==> src/rtl/hazard_sb_pkg.sv <==
`default_nettype none
// ============================================================================
//  Module   : hazard_sb_pkg
//  Purpose  : Shared pipeline defines and helpers for the hazard scoreboard.
//  Revision : 1.0  initial release
// ============================================================================
package hazard_sb_pkg;

    // Equivalents of the pipeline defines RegAddrBus, NOPRegAddr, BblEnable and BblDisable.
    localparam int   c_reg_addr_bus_w = 5;
    localparam int   c_nop_reg_addr   = 0;
    localparam logic c_bbl_enable     = 1'b1;
    localparam logic c_bbl_disable    = 1'b0;

    function automatic int lat_width(input int depth);
        return $clog2(depth + 1);
    endfunction

endpackage
`default_nettype wire

==> src/rtl/hazard_sb_match.sv <==
`default_nettype none
// ============================================================================
//  Module   : hazard_sb_match
//  Purpose  : Youngest-first match of one read operand against the window.
//  Revision : 1.0  initial release
// ============================================================================
module hazard_sb_match
    import hazard_sb_pkg::*;
#(
    parameter int REG_AW = c_reg_addr_bus_w,
    parameter int DEPTH  = 3,
    parameter int LAT_W  = 2
) (
    input  logic                    rd_en,
    input  logic [REG_AW-1:0]       rd_addr,
    input  logic [DEPTH-1:0]        win_vld,
    input  logic [DEPTH*REG_AW-1:0] win_addr,
    input  logic [DEPTH*LAT_W-1:0]  win_rem,
    output logic                    hit,
    output logic                    hit_ready
);

    // Walk oldest to youngest so the youngest matching entry has the last word.
    always_comb begin
        hit       = 1'b0;
        hit_ready = 1'b1;
        for (int i = DEPTH - 1; i >= 0; i--) begin
            if (win_vld[i] && (win_addr[i*REG_AW +: REG_AW] == rd_addr)) begin
                hit       = 1'b1;
                hit_ready = (win_rem[i*LAT_W +: LAT_W] == '0);
            end
        end
        if (!rd_en || (rd_addr == REG_AW'(c_nop_reg_addr))) begin
            hit       = 1'b0;
            hit_ready = 1'b1;
        end
    end

endmodule
`default_nettype wire

==> src/rtl/hazard_sb.sv <==
`default_nettype none
// ============================================================================
//  Module   : hazard_sb
//  Purpose  : In-flight destination window and bubble request for decode.
//  Revision : 1.0  initial release
// ============================================================================
module hazard_sb
    import hazard_sb_pkg::*;
#(
    parameter int  NUM_RD = 2,
    parameter int  REG_AW = c_reg_addr_bus_w,
    parameter int  DEPTH  = 3,
    parameter int  FWD_EN = 1,
    parameter int  CNT_W  = 16,
    localparam int LAT_W  = lat_width(DEPTH)
) (
    input  logic                     clk,
    input  logic                     rst,
    input  logic                     stop,
    input  logic                     flush,
    input  logic [NUM_RD-1:0]        rd_en,
    input  logic [NUM_RD*REG_AW-1:0] rd_addr,
    input  logic                     wr_en,
    input  logic [REG_AW-1:0]        wr_addr,
    input  logic [LAT_W-1:0]         wr_lat,
    output logic                     bbl,
    output logic [NUM_RD-1:0]        hz_port,
    output logic [CNT_W-1:0]         stall_cnt
);

    logic                    r_vld  [DEPTH];
    logic [REG_AW-1:0]       r_addr [DEPTH];
    logic [LAT_W-1:0]        r_rem  [DEPTH];
    logic [CNT_W-1:0]        r_stall_cnt;

    logic [DEPTH-1:0]        w_win_vld;
    logic [DEPTH*REG_AW-1:0] w_win_addr;
    logic [DEPTH*LAT_W-1:0]  w_win_rem;
    logic                    w_issue;
    logic [LAT_W-1:0]        w_lat_clamped;
    logic [NUM_RD-1:0]       w_hit;
    logic [NUM_RD-1:0]       w_hit_ready;

    assign w_issue       = wr_en && (bbl == c_bbl_disable) && (wr_addr != REG_AW'(c_nop_reg_addr));
    assign w_lat_clamped = ({1'b0, wr_lat} > (LAT_W+1)'(DEPTH)) ? LAT_W'(DEPTH) : wr_lat;

    generate
        for (genvar i = 0; i < DEPTH; i++) begin : g_win
            if (i == 0) begin : g_head
                always_ff @(posedge clk or posedge rst) begin
                    if (rst) begin
                        r_vld[0]  <= 1'b0;
                        r_addr[0] <= '0;
                        r_rem[0]  <= '0;
                    end else if (flush) begin
                        r_vld[0]  <= 1'b0;
                    end else if (!stop) begin
                        r_vld[0]  <= w_issue;
                        r_addr[0] <= wr_addr;
                        r_rem[0]  <= w_lat_clamped;
                    end
                end
            end else begin : g_body
                always_ff @(posedge clk or posedge rst) begin
                    if (rst) begin
                        r_vld[i]  <= 1'b0;
                        r_addr[i] <= '0;
                        r_rem[i]  <= '0;
                    end else if (flush) begin
                        r_vld[i]  <= 1'b0;
                    end else if (!stop) begin
                        r_vld[i]  <= r_vld[i-1];
                        r_addr[i] <= r_addr[i-1];
                        r_rem[i]  <= (r_rem[i-1] == '0) ? '0 : r_rem[i-1] - LAT_W'(1);
                    end
                end
            end
            assign w_win_vld[i]                   = r_vld[i];
            assign w_win_addr[i*REG_AW +: REG_AW] = r_addr[i];
            assign w_win_rem[i*LAT_W +: LAT_W]    = r_rem[i];
        end
    endgenerate

    generate
        for (genvar p = 0; p < NUM_RD; p++) begin : g_port
            hazard_sb_match #(
                .REG_AW (REG_AW),
                .DEPTH  (DEPTH),
                .LAT_W  (LAT_W)
            ) u_match (
                .rd_en     (rd_en[p]),
                .rd_addr   (rd_addr[p*REG_AW +: REG_AW]),
                .win_vld   (w_win_vld),
                .win_addr  (w_win_addr),
                .win_rem   (w_win_rem),
                .hit       (w_hit[p]),
                .hit_ready (w_hit_ready[p])
            );
            // With forwarding a ready youngest producer is bypassed, so only pending ones stall.
            assign hz_port[p] = (FWD_EN != 0) ? (w_hit[p] & ~w_hit_ready[p]) : w_hit[p];
        end
    endgenerate

    assign bbl = (stop || (|hz_port)) ? c_bbl_enable : c_bbl_disable;

    always_ff @(posedge clk or posedge rst) begin
        if (rst) begin
            r_stall_cnt <= '0;
        end else if (!stop && (|hz_port) && (r_stall_cnt != {CNT_W{1'b1}})) begin
            r_stall_cnt <= r_stall_cnt + CNT_W'(1);
        end
    end

    assign stall_cnt = r_stall_cnt;

endmodule
`default_nettype wire

==> config.mk <==
export PLATFORM = sky130hd
export DESIGN_NAME = hazard_sb
export DESIGN_NICKNAME = d
export VERILOG_FILES = /design/src/rtl/hazard_sb_pkg.sv /design/src/rtl/hazard_sb_match.sv /design/src/rtl/hazard_sb.sv
export SDC_FILE = /design/constraint.sdc
export NUM_CORES = 1
export LEC_CHECK = 0
export BUFFER_PORTS_ARGS = -buffer_cell sky130_fd_sc_hd__clkbuf_2
export CAP_MARGIN = 15
export CORE_MARGIN = 2
export CORE_UTILIZATION = 49
export CTS_BUF_LIST = sky130_fd_sc_hd__clkbuf_8
export DETAILED_ROUTE_END_ITERATION = 8
export GPL_ROUTABILITY_DRIVEN = 0
export PLACE_DENSITY = 0.78
export SLEW_MARGIN = 20
export SYNTH_ARGS = -nofsm -noshare
export SYNTH_HDL_FRONTEND = slang
export SYNTH_HIERARCHICAL = 1
export SYNTH_SLANG_ARGS = --single-unit
==> constraint.sdc <==
create_clock -name clk -period 4.9 [get_ports clk]
set_input_delay 0 -clock clk [delete_from_list [all_inputs] [get_ports clk]]
set_output_delay 0 -clock clk [all_outputs]
set_load 0.02 [all_outputs]
==> flow_metrics.tcl <==
set metrics [dict create \
    hold_class "in2reg" \
    cp_max_fo 4 \
    syn_inst 203 \
    synth_sequential_area_ratio 0.4405 \
    cts-buffers-inserted 5 \
    total_power_consumption_mw 0.8060 \
    hold_path.startpoint "stop" \
    critical_path_required_ps 5130 \
    die_area_um2 5198 \
    grt_pass1_wl_um 8645 \
    overall_track_demand_over_capacity_in_global_routing 0.2154 \
    post-route-cell-area_um2 2736 \
    sequentialPowerShare 0.519 \
    ctsResizeCount 0 \
    maxSlewHeadroom 0.6572 \
    routed-via-count 1777 \
    area_contributors_post_synth "dfrtp_1, xor2_1, mux2_2" \
    clockBufferDepth 2 \
    worst_hold_path.endpoint "r_rem[0]" \
    post-synth-top-area-fraction 0.4405 \
    worst_slack_ps 2170 \
    total_switching_power_mw 0.2427 \
    detail_route.first_pass.iterations 4 \
    busiest_layer "met2" \
    place_hpwl_um 3650 \
    timing.final.max_slew_violations 0 \
    synth.largest_area_cell "dfrtp_1" \
    fillerInstances 353 \
    timing.critical_path.arrival_ps 2960 \
    setup_viol 0 \
    post_cts.repair.setup_buffers 0 \
    timing.rr.end "r_vld[2]" \
    final_layout_size_suffix_gt1_frac 0.3180 \
    timing.clock.skew_ps 6.287 \
    setup_tns_after_final_layout_ps 0 \
    instances_no_fill 313 \
    die_w_um 72.10 \
    setup_repair_after_global_routing_missed_its_margin "no" \
    dieHeight_um 72.10 \
    grt_overflow_total 0 \
    cts.htree.levels 2 \
    post-place-cells 295 \
    crit_chain "xor2_1, nor4_1, and4_1, a211oi_1, o21bai_1, nand2b_4, inv_1, nor2_1, o2111ai_1, a21oi_1, dlygate4sd3_1" \
    tritoncts_num_sinks 40 \
    pin_count 43 \
    powerDensity_nw_per_um2 294.5 \
    hold_viol_final 0 \
    ant_nets 0 \
    routed_wire_length_per_instance_um 16.37 \
    worst_pin_slew_ps 514.2 \
    yosysUniqueCellTypes 36 \
    synth_area_um2 2272 \
    power.leakage_nw 1.259 \
    peakVddDrop_mv 0.2413 \
    ctsRootBufferMaster "clkbuf_8" \
    via_count_of_the_first_global_routing_pass 1746 \
    most_common_cell_in_the_netlist "dfrtp_1" \
    r2r_cells 11 \
    post-route-drc-count 0 \
    globalRouteMet3Util 0.05000 \
    postLayoutCoreUtil 0.6199 \
    nets 285 \
    start_util 0.5147 \
    grt_antenna_before_repair 0 \
    maxClockFrequency_mhz 366.3 \
    clock_tree_from_tritoncts "yes" \
    r2r_start "r_addr[9]" \
    hold_path_depth 3 \
    port_buffers 42 \
    power_frac_clock 0.279 \
    pin_count_of_the_biggest_net_entering_global_routing 41 \
    synth-edff-count 0 \
    timing_worst_setup_path_type "reg2reg" \
    cp-end-kind "register" \
    cp_slowest_cell "dlygate4sd3_1" \
    critical_path.max_stage_delay_ps 550 \
    area_growth_pct 20.43 \
    fin_worst_hold_slack_ps 192.1 \
    final_period_minus_worst_setup_slack_ps 2730 \
    p_int_mw 0.5632 \
    post_synth.cell_area_avg_um2 11.19 \
    synthesis.yosys.warnings 6 \
    detail_route.vias_per_cell 5.677 \
    synthTopCellsByCount "dfrtp_1, xor2_1, xnor2_1, mux2_2, nand3_1" \
    diodes 0 \
    syn-num-nets 228 \
    place_area_um2 2542 \
    setup_crit_start_kind "register" \
    clock_latency_ps 290 \
    fp.coreArea_um2 4414 \
    status "completed" \
    max_cap_viol_count 0 \
    core.rowCount 24 \
    drt_iter0_drc 140 \
    worst_setup_hold_path_clk_slew_ps 80 \
    share_of_synthesized_registers_carrying_an_async_set_or_reset 1.000 \
    gr-usage-met1 0.3122 \
    detail_route.wirelength_um 5125 \
    pwr-share-comb 0.202 \
    dpl_ws_ps 2252 \
    met2_usage_grt 0.3252 \
    finalCritPeriodShare 0.5571 \
    power_switching_share 0.3012 \
    regToRegSetupSlack_ps 2170 \
    synth_seq_cells 40 \
    synthFlopType "dfrtp_1" \
]
## power groups by stage
| stage | logic [mW] | clock network, mW | registers, mW |
|---|---|---|---|
| floorplan | 0.120 | 0 | 0.409 |
| global placement | 0.153 | 0 | 0.422 |
| detailed placement | 0.155 | 0 | 0.425 |
| CTS | 0.163 | 0.233 | 0.418 |
| global route | 0.179 | 0.247 | 0.424 |
| finish | 0.163 | 0.225 | 0.418 |
## layer usage
layer,vias to the layer above,wire length (um)
li1,849,-
met2,53,2465
met3,11,267
met1,864,2317
met5,-,0
met4,0,75
## cells by family after synthesis
group / synth area share
DFF: 0.4405
buffers and inverters: 0.01542
adders and majority gates: 0.005506
xor gates and xnor gates: 0.1696
and+or+nand+nor: 0.1900
AOI/OAI and AO/OA: 0.08095
muxes: 0.09802
## layout make-up
| class | count | area (um^2) | area share |
|---|---|---|---|
| clock buffers | 6 | 82.58 | 0.03018 |
| clock inverters | 2 | 11.26 | 0.004115 |
| inverters | 4 | 15.01 | 0.005487 |
| multi-input cells | 155 | 1236 | 0.4518 |
| flip-flops and latches | 40 | 1001 | 0.3658 |
| well taps | 52 | 65.06 | 0.02378 |
| repair buffers | 54 | 325.3 | 0.1189 |
## layout by cell type, fill, tap and decap left out, types with 3 or more instances in the layout
cell,Yosys,final
xor2_1,24,24
o2111ai_1,3,3
nand2_1,10,10
xnor2_1,20,20
clkbuf_8,0,6
a31oi_1,3,3
dfrtp_1,40,40
inv_1,4,5
clkbuf_2,0,42
nor4_1,4,4
mux2_2,18,18
a21oi_1,4,4
and3_1,3,3
nand4_1,8,8
nor2_1,7,7
o21ai_0,4,4
and2_1,3,3
nand3_1,12,12
dlygate4sd3_1,0,10
and4_1,4,4
## how the worst max path moves through the flow
stage                   start  depth (start not counted)            end  slack [ps]
finish              r_addr[9]                         11       r_vld[2]        2170
CTS                 r_addr[9]                         11       r_vld[2]        2180
global placement    r_addr[9]                          9  stall_cnt[13]        2310
detailed placement  r_addr[9]                          9  stall_cnt[15]        2250
floorplan           r_addr[1]                          9  stall_cnt[13]        2600
global route        r_addr[9]                         11       r_vld[2]        1900
## sequential cells by signal, indices dropped and copies added, names as in the netlist
register and cells:
r_vld 3, stall_cnt 16, r_addr 15, r_rem 6
## timing repair
| action | in CTS | in global routing |
|---|---|---|
| hold buffers | 10 | 0 |
| endpoints found under the hold margin | 50 | 0 |
| setup endpoints to repair | 0 | 0 |
## critical path, delay by kind of cell, from the launching register on
family | cells | cell delay (ps)
AOI/OAI and AO/OA | 4 | 510
xor gates and xnor gates | 1 | 160
buffers and inverters | 2 | 620
DFF | 1 | 430
and+or+nand+nor | 4 | 950
(Power assumes the default switching activity.)
